**config.mk**
```make
export PLATFORM = sky130hd
export DESIGN_NAME = fp_window_minmax
export DESIGN_NICKNAME = d
export VERILOG_FILES = /design/src/rtl/fp_pkg.sv /design/src/rtl/fpcomp.sv /design/src/rtl/fp_window_minmax.sv
export SDC_FILE = /design/constraint.sdc
export NUM_CORES = 1
export LEC_CHECK = 0
export ABC_AREA = 1
export BUFFER_PORTS_ARGS = -buffer_cell sky130_fd_sc_hd__buf_4
export CAP_MARGIN = 20
export CELL_PAD_IN_SITES_DETAIL_PLACEMENT = 1
export CELL_PAD_IN_SITES_GLOBAL_PLACEMENT = 1
export CORE_MARGIN = 2
export CORE_UTILIZATION = 40
export DETAILED_ROUTE_END_ITERATION = 16
export PLACE_DENSITY_LB_ADDON = 0.1
export SLEW_MARGIN = 25
export SYNTH_ARGS = -nofsm -noshare
export SYNTH_HDL_FRONTEND = slang
export SYNTH_SLANG_ARGS = --single-unit
```
**constraint.sdc**
```tcl
create_clock -name clk -period 8.3 [get_ports clk]
set_input_delay 1.66 -clock clk [delete_from_list [all_inputs] [get_ports clk]]
set_output_delay 1.66 -clock clk [all_outputs]
set_load 0.01 [all_outputs]
```
**src/rtl/fp_pkg.sv**
```systemverilog
// Shared single-precision float types and helpers for the audio path.
// Used by the window min/max tracker and its comparator.
package fp_pkg;

    typedef struct packed {
        logic        sign;
        logic [7:0]  exp;
        logic [22:0] mant;
    } fp32_t;

    localparam logic [31:0] FP_QNAN    = 32'h7FC00000;
    localparam logic [7:0]  FP_EXP_MAX = 8'hFF;

    typedef enum logic {
        ACCUM = 1'b0,
        HOLD  = 1'b1
    } mm_state_t;

    function automatic logic is_nan(input fp32_t x);
        return (x.exp == FP_EXP_MAX) && (x.mant != '0);
    endfunction

endpackage

```
**src/rtl/fpcomp.sv**
```systemverilog
// Combinational IEEE-754 single-precision ordering comparator.
// geq/leq both high on equality (incl. -0 vs +0); both low if either is NaN.
module fpcomp
    import fp_pkg::*;
(
    input  fp32_t a,
    input  fp32_t b,
    output logic  geq,
    output logic  leq
);

    logic [31:0] w_a;
    logic [31:0] w_b;
    logic [31:0] w_ka;
    logic [31:0] w_kb;
    logic        w_nan;
    logic        w_zeros;

    assign w_a = a;
    assign w_b = b;

    // Map sign-magnitude onto an unsigned key that orders like the value
    assign w_ka = w_a[31] ? ~w_a : {1'b1, w_a[30:0]};
    assign w_kb = w_b[31] ? ~w_b : {1'b1, w_b[30:0]};

    assign w_nan   = is_nan(a) || is_nan(b);
    assign w_zeros = (w_a[30:0] == '0) && (w_b[30:0] == '0);

    always_comb begin
        geq = 1'b0;
        leq = 1'b0;
        if (w_nan) begin
            geq = 1'b0;
            leq = 1'b0;
        end else if (w_zeros) begin
            geq = 1'b1;
            leq = 1'b1;
        end else begin
            geq = (w_ka >= w_kb);
            leq = (w_ka <= w_kb);
        end
    end

endmodule

```
**src/rtl/fp_window_minmax.sv**
```systemverilog
// Streaming float min/max over fixed windows of WINDOW samples.
// Define FPMINMAX_ABS_EN to track peak/trough magnitudes instead of signed values.
module fp_window_minmax
    import fp_pkg::*;
#(
    parameter int WINDOW = 64
) (
    input  logic        clk,
    input  logic        reset_n,
    input  logic        in_valid,
    output logic        in_ready,
    input  logic [31:0] in_data,
    output logic        out_valid,
    input  logic        out_ready,
    output logic [31:0] out_max,
    output logic [31:0] out_min
);

    localparam int            CW   = $clog2(WINDOW);
    localparam logic [CW-1:0] LAST = CW'(WINDOW - 1);

    mm_state_t     r_state;
    mm_state_t     w_state_nxt;
    logic [CW-1:0] r_cnt;
    logic          r_have;
    fp32_t         r_acc_max;
    fp32_t         r_acc_min;
    logic          r_out_valid;
    logic [31:0]   r_out_max;
    logic [31:0]   r_out_min;

    fp32_t w_x;
    fp32_t w_max_nxt;
    fp32_t w_min_nxt;
    logic  w_nan;
    logic  w_max_geq;
    logic  w_max_leq;
    logic  w_min_geq;
    logic  w_min_leq;
    logic  w_upd_max;
    logic  w_upd_min;
    logic  w_have_nxt;
    logic  w_accept;
    logic  w_last;
    logic  w_take_now;
    logic  w_release;

`ifdef FPMINMAX_ABS_EN
    assign w_x = {1'b0, in_data[30:0]};
`else
    assign w_x = in_data;
`endif

    assign w_nan = is_nan(w_x);

    fpcomp u_cmp_max (
        .a   (w_x),
        .b   (r_acc_max),
        .geq (w_max_geq),
        .leq (w_max_leq)
    );

    fpcomp u_cmp_min (
        .a   (w_x),
        .b   (r_acc_min),
        .geq (w_min_geq),
        .leq (w_min_leq)
    );

    // Strict ordering only, so ties keep the value seen first
    assign w_upd_max  = !w_nan && (!r_have || (w_max_geq && !w_max_leq));
    assign w_upd_min  = !w_nan && (!r_have || (w_min_leq && !w_min_geq));
    assign w_max_nxt  = w_upd_max ? w_x : r_acc_max;
    assign w_min_nxt  = w_upd_min ? w_x : r_acc_min;
    assign w_have_nxt = r_have || !w_nan;

    assign in_ready   = (r_state == ACCUM);
    assign w_accept   = in_valid && in_ready;
    assign w_last     = w_accept && (r_cnt == LAST);
    assign w_take_now = w_last && (!r_out_valid || out_ready);
    assign w_release  = (r_state == HOLD) && out_ready;

    always_comb begin
        w_state_nxt = r_state;
        unique case (r_state)
            ACCUM: if (w_last && !w_take_now) w_state_nxt = HOLD;
            HOLD:  if (out_ready) w_state_nxt = ACCUM;
            default: w_state_nxt = ACCUM;
        endcase
    end

    always_ff @(posedge clk or negedge reset_n) begin
        if (!reset_n) begin
            r_state <= ACCUM;
        end else begin
            r_state <= w_state_nxt;
        end
    end

    always_ff @(posedge clk or negedge reset_n) begin
        if (!reset_n) begin
            r_cnt     <= '0;
            r_have    <= 1'b0;
            r_acc_max <= '0;
            r_acc_min <= '0;
        end else if (w_release || w_take_now) begin
            r_cnt  <= '0;
            r_have <= 1'b0;
        end else if (w_accept) begin
            r_cnt     <= r_cnt + 1'b1;
            r_have    <= w_have_nxt;
            r_acc_max <= w_max_nxt;
            r_acc_min <= w_min_nxt;
        end
    end

    always_ff @(posedge clk or negedge reset_n) begin
        if (!reset_n) begin
            r_out_valid <= 1'b0;
            r_out_max   <= '0;
            r_out_min   <= '0;
        end else if (w_take_now) begin
            r_out_valid <= 1'b1;
            r_out_max   <= w_have_nxt ? w_max_nxt : FP_QNAN;
            r_out_min   <= w_have_nxt ? w_min_nxt : FP_QNAN;
        end else if (w_release) begin
            r_out_valid <= 1'b1;
            r_out_max   <= r_have ? r_acc_max : FP_QNAN;
            r_out_min   <= r_have ? r_acc_min : FP_QNAN;
        end else if (out_ready) begin
            r_out_valid <= 1'b0;
        end
    end

    assign out_valid = r_out_valid;
    assign out_max   = r_out_max;
    assign out_min   = r_out_min;

endmodule

```
# Yosys cells after proc, flatten, opt, wreduce, memory -nomap -nowiden
# Cells that the tools add are included.
# W data, S select, Z words.
# totals
input_bits	36
regBits	137
# classes
n_lt_le_gt_ge	4
bitwise	5
n_addsub	1
n_reduce_logical	37
n_mux	31
n_eq_ne	4
# op_table
op	count
$mux W32	13
$not A32 Y32	3
$logic_not A31 Y1	3
$reduce_bool A23 Y1	3
$ge A32 B32 Y1	2
$le A32 B32 Y1	2
$eq A8 B8 Y1 const B	3
$mux W1	15
$logic_and A1 B1 Y1	14
$mux W6	2
$logic_or A1 B1 Y1	7
$add A6 B1 Y6 const B	1
$eq A6 B6 Y1 const B	1
$logic_not A1 Y1	6
$reduce_bool A2 Y1	2
$reduce_bool A3 Y1	1
$not A1 Y1	2
$pmux W1 S2	1
$reduce_and A2 Y1	1

# Logic depth before layout (Yosys ltp)
# Gate-level depths: netlist of the first run.
# depth
word_depth	12
mapped_depth	23
ltp_nobuf	20

# Modules after synthesis
# Synthesis of the first run repeated with hierarchy kept, for this count alone.
# unflattened
hier_cells	1423
hier_area_um2	10391.2
# modules_own_cells
mod	area_each_um2	cells_each	seq_area_each_um2	n_inst
fp_window_minmax	7033.0	905	3428.3	1
fpcomp (u_cmp_max)	1684.1	259	0.0	1
fpcomp (u_cmp_min)	1674.1	259	0.0	1

# Worst setup path before layout of the first run
# No wires, ideal clock.
# synth_timing
path_kind	input-to-reg
from	input port in_data[31]
to	register r_acc_max[2] in the netlist's numbering
required_ns	8.168
arrival_ns	3.895
path_slack_ns	4.273
cell_stages	18
path_buffers	3
setup_ns	0.132
cell_sequence	clkbuf_1 clkbuf_1 xor2_1 ha_1 nand2_1 nor2_1 nand3_1 nor2_1 nand2_1 nand3_2 nor2_1 nand2_1 nand2_4 nand2_4 buf_6 nand2_2 nand3_1 o21ai_0
# synth_between
elab_chain_cells	10
elab_cells_between_ends	13
cone_classes	order compare (2); mux (6); bitwise (1); reduce/logical (4)
# synth_rtl
item	line_no	rtl
start: declaration	fp_window_minmax.sv:12	input logic [31:0] in_data,
$not A32 Y32	fpcomp.sv:23	assign w_ka = w_a[31] ? ~w_a : {1'b1, w_a[30:0]};
$mux W32 *	fpcomp.sv:23	
$le A32 B32 Y1	fpcomp.sv:40	leq = (w_ka <= w_kb);
$mux W1	fpcomp.sv:35	end else if (w_zeros) begin
$mux W1	fpcomp.sv:32	if (w_nan) begin
$logic_not A1 Y1	fp_window_minmax.sv:71	assign w_upd_max = !w_nan && (!r_have || (w_max_geq && !w_max_leq));
$logic_and A1 B1 Y1 *	fp_window_minmax.sv:71	
$logic_or A1 B1 Y1 *	fp_window_minmax.sv:71	
$logic_and A1 B1 Y1 *	fp_window_minmax.sv:71	
$mux W32 *	fp_window_minmax.sv:73	assign w_max_nxt = w_upd_max ? w_x : r_acc_max;
end signal: assignment	fp_window_minmax.sv:112	r_acc_max <= w_max_nxt;
end: declaration	fp_window_minmax.sv:26	fp32_t r_acc_max;
# Mark *: on every way between the ends. The rest lies on a longest branch, timed or not.
# A chain may end at the register's enable or synchronous reset.

# Worst setup path after layout of the first run
# layout_timing
from	input port in_valid
to	register r_out_max[4], in the netlist out_max[4]
# layout_between
elab_chain_cells	4
elab_cells_between_ends	5
cone_classes	mux (1); reduce/logical (4)
# layout_rtl
item	line_no	rtl
start: declaration	fp_window_minmax.sv:10	input logic in_valid,
$logic_and A1 B1 Y1 *	fp_window_minmax.sv:78	assign w_accept = in_valid && in_ready;
$logic_and A1 B1 Y1 *	fp_window_minmax.sv:79	assign w_last = w_accept && (r_cnt == LAST);
$logic_and A1 B1 Y1 *	fp_window_minmax.sv:80	assign w_take_now = w_last && (!r_out_valid || out_ready);
$mux W32 / $reduce_bool A2 Y1 (equally long branches)	-	
end signal: assignment	fp_window_minmax.sv:124	r_out_max <= w_have_nxt ? w_max_nxt : FP_QNAN;
end signal: assignment	fp_window_minmax.sv:128	r_out_max <= r_have ? r_acc_max : FP_QNAN;
end: declaration	fp_window_minmax.sv:29	logic [31:0] r_out_max;
# Marks and branches as above.

==> results_dict.tcl, run 1 <==
set metrics [dict create \
    root_buffer "clkbuf_16" \
    maxCapViolations 0 \
    max_freq_ghz 0.2166 \
    setup_viol 0 \
    die_y_um 162.3 \
    worstSetupPathType "primary input to flip-flop" \
    h-tree-depth 4 \
    cp_data_required_time_ns 8.66 \
    area_delta_synth_final_pct 15.36 \
    pwr_density_cell_mw_per_mm2 376.0 \
    ctsHoldBuffers 0 \
    syn_area_per_cell_um2 7.600 \
    grt_max_degree 86 \
    routedWlPerCell_um 19.44 \
    layout_commonest_cell "nand2_1" \
    hold_class "flip-flop to flip-flop" \
    regArea_mm2 0.003431 \
    detail_route.first_pass.iterations 4 \
    multiInputGateArea_mm2 0.005766 \
    syn_nets 1419 \
    ys_ff_latch 137 \
    drc_errors 0 \
    critPathCaptureType "flip-flop" \
    cts.sinks 137 \
    syn_inst 1318 \
    drtAntennaViolNets 0 \
    portBuffers 101 \
    drive_gt1_frac 0.1766 \
    routed_wirelength_um 33160 \
    die_x_um 162.3 \
    num_vias 9373 \
    clkPwrFrac 0.198 \
    period_needed_ns 4.618 \
    yosysUniqueCellTypes 33 \
    fin_worst_skew_ns 0.01411 \
    rsz0062_at_grt "false" \
    critPathLaunchType "primary input" \
    tritoncts "yes" \
    leakage_uw 0.005350 \
    antenna_cells 0 \
    hold_viol 0 \
    power.share.combinational 0.526 \
    die-area_mm2 0.02633 \
    grt_pass1_vias 10021 \
    drt_iter0_drc 456 \
    setup-tns-final_ns 0 \
    period_share 0.5563 \
    clk_pin_slew_ns 0.07 \
    crit_fanout 65 \
    slew_headroom 0.3278 \
    clk_latency_ns 0.43 \
    finalMaxSlewViolations 0 \
    grt_usage 0.2587 \
    arrival_ns 4.97 \
    swShare 0.4749 \
    core_mm2 0.02446 \
    yosys_warnings 0 \
    netlist_area_mm2 0.01002 \
    cts_made_buffers 17 \
    power_frac_seq 0.276 \
    post_cts_buffers 0 \
    synth-seq-area-share 0.3422 \
    gp_congestion 0.8664 \
    switchingPower_uw 2063 \
    overflow 0 \
    fillers 3020 \
    grt_pass1_wl_um 53330 \
    hold_ws_ns 0.4847 \
    cts_buffer_depth 2 \
    pin_count 102 \
    nNetsFinal 1471 \
    core.rowCount 57 \
    antenna_found_initial 0 \
    ctsResizeCount 0 \
    irDropWorstVdd_mv 0.1591 \
    status "complete, no violations" \
    start_util 0.4095 \
    viasPerCell 5.494 \
    p_int_uw 2282 \
    final_cell_mix "nand2_1, nand3_1, nor2_1" \
    worst_pin_slew_ns 1.008 \
    hpwl_um 22540 \
]
-- through the flow --
stage	power, uW	std cells	util	cell area (um^2)	setup WS (ns)
after floorplan	2919	1318	-	10020	4.273
after global placement	3398	1674	0.4447	10880	3.211
after detailed placement	3482	1674	0.4447	10880	3.155
after CTS	4385	1705	0.4711	11520	3.591
after global routing	4756	1706	0.4724	11560	3.343
final	4345	1706	0.4724	11560	3.682
-- power groups by stage --
stage / logic, uW / clock network, uW / registers (uW)
after CTS: 2310 / 879 / 1200
after floorplan: 1830 / 0 / 1090
after detailed placement: 2270 / 0 / 1210
final: 2280 / 862 / 1200
after global placement: 2200 / 0 / 1200
after global routing: 2620 / 902 / 1240
-- critical path: stages --
cell	delay [ns]
buf_4	0.11
nand2_1	0.16
inv_1	0.11
nand4_1	0.13
nor2_1	0.11
inv_2	0.06
buf_4	0.63
nand2_2	0.06
buf_4	0.35
inv_2	0.64
buf_4	0.60
a31oi_1	0.12
a21oi_2	0.20
-- cell families (layout without fill, tap and decap cells) --
kind of cell / after synthesis / after routing / share of synthesized area
xor+xnor: 96 / 96 / 0.08394
simple gates: 604 / 604 / 0.2808
fa+ha+maj: 65 / 65 / 0.08119
compound gates: 219 / 219 / 0.1287
buf+inv: 197 / 261 / 0.08319
flops: 137 / 137 / 0.3422
-- cells in the mapped netlist, drive strengths merged --
cell    number  share of area
and2         1        0.00062
ha          65          0.081
a22o         1        0.00087
nand3      190           0.11
inv        119          0.045
a21boi       1        0.00075
a21oi       73          0.044
and3         1        0.00062
clkbuf      36          0.013
xnor2       62          0.054
o22ai        3         0.0019
dfrtp      137           0.34
nand2      240           0.10
buf         42          0.025
xor2        34          0.030
a31oi       78          0.049
nand4       14         0.0087
o21ai       59          0.029
o21a         2         0.0015
o211ai       1        0.00075
nor3         4         0.0020
nor4         1        0.00062
nor2       153          0.058
a21o         1        0.00075
-- routing by layer --
metal  GRT usage  up-vias  wire length [um]  part of all wire
li1            -     4487                 -                 -
met1      0.3104     4661             13860              0.42
met2      0.4667      168             17200              0.52
met4     0.09453        0              1031             0.031
met3     0.04137       57              1058             0.032
met5           0        -                 0                 0
-- registers in the layout (all words and copies together) (netlist names) --
signal	cells
out_max	32
out_min	32
out_valid	1
r_acc_max	32
r_acc_min	32
r_cnt	6
r_have	1
r_state	1
-- area by class of cell --
type                    instances  area share
multi-input cells             984      0.4989
inverters                     119     0.03876
clock inverters                10     0.01429
clock buffers                  21     0.04158
repair buffers                111     0.07449
flip-flops and latches        137      0.2969
well taps                     324     0.03508
-- path summary, 6_finish.rpt --
check | startpoint | endpoint | slack [ns] | cells past startpoint
max in group asynchronous | reset_n | r_have$_DFFE_PN0P_ | 5.89 | 2
min in group asynchronous | reset_n | out_max[10]$_DFFE_PN0N_ | 1.24 | 1
setup reg to reg | r_acc_min[31]$_DFFE_PN0P_ | out_min[25]$_DFFE_PN0N_ | 4.29 | 17
hold reg to reg | out_max[24]$_DFFE_PN0N_ | out_max[24]$_DFFE_PN0N_ | 0.48 | 2
hold / removal | out_max[24]$_DFFE_PN0N_ | out_max[24]$_DFFE_PN0N_ | 0.48 | 2
setup / recovery | in_valid | out_max[4]$_DFFE_PN0N_ | 3.68 | 13
Note: power is estimated with default switching activity, not from simulation.
==> run 2, diff against run 1 <==
==> constraint.sdc (replaced) <==
create_clock -name clk -period 3.9 [get_ports clk]
set_input_delay 0.78 -clock clk [delete_from_list [all_inputs] [get_ports clk]]
set_output_delay 0.78 -clock clk [all_outputs]
set_load 0.01 [all_outputs]
==> results_dict.tcl, run 2 (same netlist as run 1, synthesis figures left out) <==
set metrics [dict create \
    status "complete, no violations" \
    hold_viol 0 \
    antenna_found_initial 0 \
    routed_wirelength_um 32720 \
    grt_pass1_wl_um 53130 \
    regArea_mm2 0.003431 \
    clkPwrFrac 0.186 \
    critPathLaunchType "primary input" \
    swShare 0.4774 \
    crit_chain "buf_4 -> xor2_1 -> ha_1 -> nand2_1 -> nor2_1 -> nand3_1 -> nor2_1 -> nand2_1 -> nand2_1 -> nor2_1 -> nand3_1 -> nand2_2 -> nand2_4 -> nand2_2 -> nand3_1 -> o21ai_0" \
    p_int_uw 4811 \
    setup_viol 0 \
    die_x_um 162.3 \
    fin_worst_skew_ns 0.01356 \
    area_delta_synth_final_pct 15.89 \
    routedWlPerCell_um 19.07 \
    worstSetupPathType "primary input to flip-flop" \
    period_needed_ns 3.219 \
    drt_iter0_drc 447 \
    ctsHoldBuffers 0 \
    max_freq_ghz 0.3107 \
    power.share.combinational 0.547 \
    viasPerCell 5.457 \
    pwr_density_cell_mw_per_mm2 793.0 \
    antenna_cells 0 \
    ctsResizeCount 0 \
    die_y_um 162.3 \
    critPathCaptureType "flip-flop" \
    arrival_ns 3.48 \
    irDropWorstVdd_mv 0.3360 \
    cts_made_buffers 17 \
    leakage_uw 0.005390 \
    multiInputGateArea_mm2 0.005766 \
    power_frac_seq 0.267 \
    core_mm2 0.02446 \
    maxCapViolations 0 \
    crit_fanout 32 \
    post_cts_buffers 0 \
    grt_max_degree 82 \
    detail_route.first_pass.iterations 5 \
    cp_slowest_cell "nand2_4" \
    nNetsFinal 1481 \
    drive_gt1_frac 0.1818 \
    tritoncts "yes" \
    start_util 0.4095 \
    hpwl_um 23210 \
    layout_commonest_cell "nand2_1" \
    cts.sinks 137 \
    portBuffers 101 \
    worst_pin_slew_ns 0.8828 \
    overflow 0 \
    setup-tns-final_ns 0 \
    core.rowCount 57 \
    crit_buf_inv 1 \
    grt_usage 0.2571 \
    fillers 3020 \
    pin_count 102 \
    drc_errors 0 \
    period_share 0.8253 \
    critPathTopFamily "simple AND/OR/NAND/NOR gates" \
    drtAntennaViolNets 0 \
    clk_latency_ns 0.43 \
    slew_headroom 0.4114 \
    grt_pass1_vias 9968 \
    finalMaxSlewViolations 0 \
    hold_class "primary input to async pin" \
    root_buffer "clkbuf_16" \
    switchingPower_uw 4395 \
    cp_data_required_time_ns 4.16 \
    critPathMaxStageDelay_ns 0.46 \
    rsz0062_at_grt "false" \
    final_cell_mix "nand2_1, nand3_1, nor2_1" \
    clk_pin_slew_ns 0.07 \
    cts_buffer_depth 2 \
    num_vias 9365 \
    h-tree-depth 4 \
    fin_util 0.4746 \
    die-area_mm2 0.02633 \
    gp_congestion 0.8297 \
]
## run 2: final cells by class
class / instances / share of cell area
clock buffer: 18 / 0.03697
clock inverter: 13 / 0.01455
inverter: 119 / 0.03848
multi-input combinational: 984 / 0.4967
sequential: 137 / 0.2955
tap: 324 / 0.03492
timing repair buffer: 121 / 0.08288
## run 2: worst paths after layout
path                                        endpoint  cells after the start  slack, ns                 startpoint
max                        r_acc_min[20]$_DFFE_PN0P_                     16       0.68                in_data[31]
min                          out_max[10]$_DFFE_PN0N_                      1       0.40                    reset_n
max reg2reg                r_acc_min[20]$_DFFE_PN0P_                     16       0.72  r_acc_min[31]$_DFFE_PN0P_
min reg2reg                  out_max[24]$_DFFE_PN0N_                      2       0.49    out_max[24]$_DFFE_PN0N_
max in group asynchronous  r_acc_min[20]$_DFFE_PN0P_                      2       2.67                    reset_n
min in group clk             out_max[24]$_DFFE_PN0N_                      2       0.49    out_max[24]$_DFFE_PN0N_
## run 2: per-layer routing
metal  up-vias  wire (um)  GRT usage
met5         -          0          0
met4         0        830    0.08729
met3        49        969    0.02860
met2       177      16790     0.4615
met1      4635      14130     0.3210
li1       4504          -          -
## run 2: power groups by stage
stage	combinational (uW)	sequential [uW]	clock (uW)
floorplan	3900	2310	0
global placement	4800	2470	0
detailed placement	5030	2480	0
CTS	5070	2460	1750
global route	5760	2530	1810
finish	5030	2460	1720
## run 2: metrics by stage
step | hold WS, ns | setup WS, ns | cells | total power, uW | cell area (um^2)
after floorplan | 0.4844 | 0.7534 | 1318 | 6213 | 10020
after global placement | 0.4668 | 0.3897 | 1685 | 7266 | 11010
final | 0.4013 | 0.6814 | 1716 | 9206 | 11610
after detailed placement | 0.4670 | 0.2851 | 1685 | 7504 | 11010
after global routing | 0.4560 | 0.4201 | 1716 | 10100 | 11610
after CTS | 0.4258 | 0.7320 | 1716 | 9285 | 11610
==> run 3, diff against run 2 <==
--- a/config.mk
+++ b/config.mk
@@ -5,7 +5,7 @@
 export SDC_FILE = /design/constraint.sdc
 export NUM_CORES = 1
 export LEC_CHECK = 0
-export ABC_AREA = 1
+export ABC_AREA = 0
 export BUFFER_PORTS_ARGS = -buffer_cell sky130_fd_sc_hd__buf_4
 export CAP_MARGIN = 20
 export CELL_PAD_IN_SITES_DETAIL_PLACEMENT = 1
==> constraint.sdc (replaced) <==
create_clock -name clk -period 3.3 [get_ports clk]
set_input_delay 0.66 -clock clk [delete_from_list [all_inputs] [get_ports clk]]
set_output_delay 0.66 -clock clk [all_outputs]
set_load 0.01 [all_outputs]
==> results_dict.tcl, run 3 <==
set metrics [dict create \
    ys_ff_latch 137 \
    routed_wirelength_um 28060 \
    fillers 2174 \
    yosysUniqueCellTypes 52 \
    synth-seq-area-share 0.4167 \
    viasPerCell 5.690 \
    fin_area_mm2 0.01098 \
    cts_made_buffers 17 \
    routedWlPerCell_um 22.90 \
    critPathLaunchType "primary input" \
    grt_pass1_wl_um 44880 \
    syn_area_per_cell_um2 11.00 \
    period_share 0.9809 \
    grt_pass1_vias 7984 \
    top_layer_used "met4" \
    synth_top_cell_by_area "dfrtp_1" \
    total_power_uw 9912 \
    max_freq_ghz 0.3089 \
    overflow 0 \
    fin_util 0.5427 \
    cts_buffer_depth 2 \
    finalMaxSlewViolations 0 \
    antenna_cells 0 \
    crit_buf_inv 6 \
    final_cells 1225 \
    drive_gt1_frac 0.3330 \
    final_cell_mix "buf_4, dfrtp_1, ha_1" \
    cp_data_required_time_ns 3.61 \
    h-tree-depth 4 \
    drc_errors 0 \
    grt_usage 0.2682 \
    rr_worst_depth 12 \
    crit_chain "buf_4 -> nor4_1 -> buf_4 -> nand4_1 -> buf_4 -> o31a_1 -> nor2_1 -> buf_4 -> a2111oi_4 -> buf_4 -> nor3_4 -> buf_12 -> mux2_1" \
    synth_edf_count 0 \
    clk_latency_ns 0.43 \
    syn_nets 849 \
    place_ws_ns -0.4421 \
    area_delta_synth_final_pct 33.49 \
    arrival_ns 3.55 \
    reg2reg_to "r_acc_min[29]$_DFFE_PN0P_" \
    wl_met2_um 14580 \
    yosys-top-cells-count "dfrtp_1, ha_1, xnor2_1, and3_1, a221o_1" \
    core_mm2 0.02023 \
    tritoncts "yes" \
    die-area_mm2 0.02173 \
    reg2reg_slack_ns 0.12 \
    fin_worst_skew_ns 0.01086 \
    worstSetupPathType "primary input to flip-flop" \
    root_buffer "clkbuf_16" \
    setup_viol 0 \
    drt_iter0_drc 246 \
    period_needed_ns 3.237 \
    dpl_cell_area_mm2 0.01026 \
    synth_top_area_share 0.4167 \
    critPathMaxStageDelay_ns 0.63 \
    critPathTopFamily "simple AND/OR/NAND/NOR gates" \
    dr_wl_met3_um 856 \
    clk_pin_slew_ns 0.07 \
    status "complete, no violations" \
    nNetsFinal 1043 \
    yosys_warnings 0 \
    crit_fanout 13 \
    critPathCaptureType "flip-flop" \
    synthFlopType "dfrtp_1" \
    syn_inst 748 \
    irDropWorstVdd_mv 0.3306 \
    synth.area.top_cells "dfrtp_1, ha_1, xnor2_1" \
    cts.sinks 137 \
    layout_commonest_cell "buf_4" \
    num_vias 6970 \
    setup_slack_ns 0.06311 \
    gp_congestion 0.8656 \
    maxCapViolations 0 \
    worst_pin_slew_ns 0.7042 \
    leakage_uw 0.005192 \
    netlist_area_mm2 0.008227 \
    detail_route.first_pass.iterations 4 \
    wl_met1_um 11850 \
    portBuffers 101 \
    hpwl_um 20910 \
    r2r-start "r_acc_min[31]$_DFFE_PN0P_" \
    drtAntennaViolNets 0 \
    hold_class "primary input to async pin" \
    pwr_density_cell_mw_per_mm2 902.6 \
    async_flop_share 1.000 \
    hold_viol 0 \
    start_util 0.4066 \
    place_inst 1187 \
    yosysMostFrequentCell "dfrtp_1" \
    cp_common_cell "buf_4" \
    cp_slowest_cell "nor4_1" \
    die_x_um 147.4 \
    antenna_found_initial 0 \
    grt_max_degree 61 \
    core.rowCount 52 \
    die_y_um 147.4 \
    pin_count 102 \
    slew_headroom 0.5262 \
]
run 3: repair_timing:
item / 4_1_cts / 5_1_grt
hold buffers: 0 / 0
gates cloned: 0 / 1
pin swaps: 0 / 6
buffers inserted: 0 / 5
resized for setup: 1 / 11
endpoints found under the setup margin: 35 / 125
run 3: worst max path at each step:
stage,start,endpoint,cells past startpoint
after floorplan,in_data[31],out_max[9]$_DFFE_PN0N_,12
after detailed placement,in_data[31],r_acc_min[2]$_DFFE_PN0P_,13
after global routing,r_acc_min[31]$_DFFE_PN0P_,out_min[19]$_DFFE_PN0N_,13
after global placement,in_data[0],r_acc_min[15]$_DFFE_PN0P_,12
final,in_data[0],r_acc_max[13]$_DFFE_PN0P_,13
after CTS,in_data[31],out_max[3]$_DFFE_PN0N_,12
run 3: where the power goes:
| group | internal, uW | switching, uW | total [uW] |
|---|---|---|---|
| clock | 1150 | 824 | 1970 |
| combinational | 2600 | 2470 | 5070 |
| sequential | 2190 | 685 | 2870 |
| total | 5930 | 3980 | 9910 |
run 3: area by class of cell:
cell class	instances	area (um^2)	area share
multi-input combinational	545	4697	0.4277
inverter	25	93.84	0.008545
sequential	137	3430	0.3123
timing repair buffer	216	1826	0.1662
clock inverter	14	158.9	0.01447
tap	270	337.8	0.03076
clock buffer	18	439.2	0.03999
run 3: cell families (layout without fill, tap and decap cells):
| family | Yosys count | in the layout | share of synthesized area |
|---|---|---|---|
| AO/OA/AOI/OAI | 141 | 141 | 0.1386 |
| multiplexers | 64 | 64 | 0.08608 |
| flip-flops | 137 | 137 | 0.4167 |
| adder cells (fa/ha/maj) | 65 | 65 | 0.09886 |
| AND/OR/NAND/NOR | 180 | 180 | 0.1249 |
| XOR/XNOR | 95 | 95 | 0.1011 |
| buffers and inverters | 66 | 273 | 0.03376 |
run 3: through the flow:
step	hold WS, ns	TNS, ns
2_1_floorplan	0.3644	-0.01377
3_3_place_gp	0.4852	-43.47
3_5_place_dp	0.5088	-46.49
4_1_cts	0.2414	0
5_1_grt	0.2590	-0.1747
6_report	0.2302	0
run 3: worst register-to-register path: cells and delay by family (launching register included):
family / cells / cell delay, ns
compound gates: 2 / 0.43
buf+inv: 3 / 0.58
fa+ha+maj: 1 / 0.32
flops: 1 / 0.41
xor+xnor: 1 / 0.16
mux: 1 / 0.36
simple gates: 4 / 0.79
run 3: layer usage:
metal | global-route usage | up-vias
li1 | - | 3195
met1 | 0.3267 | 3603
met2 | 0.4797 | 135
met3 | 0.04105 | 37
met4 | 0.1014 | 0
met5 | 0 | -
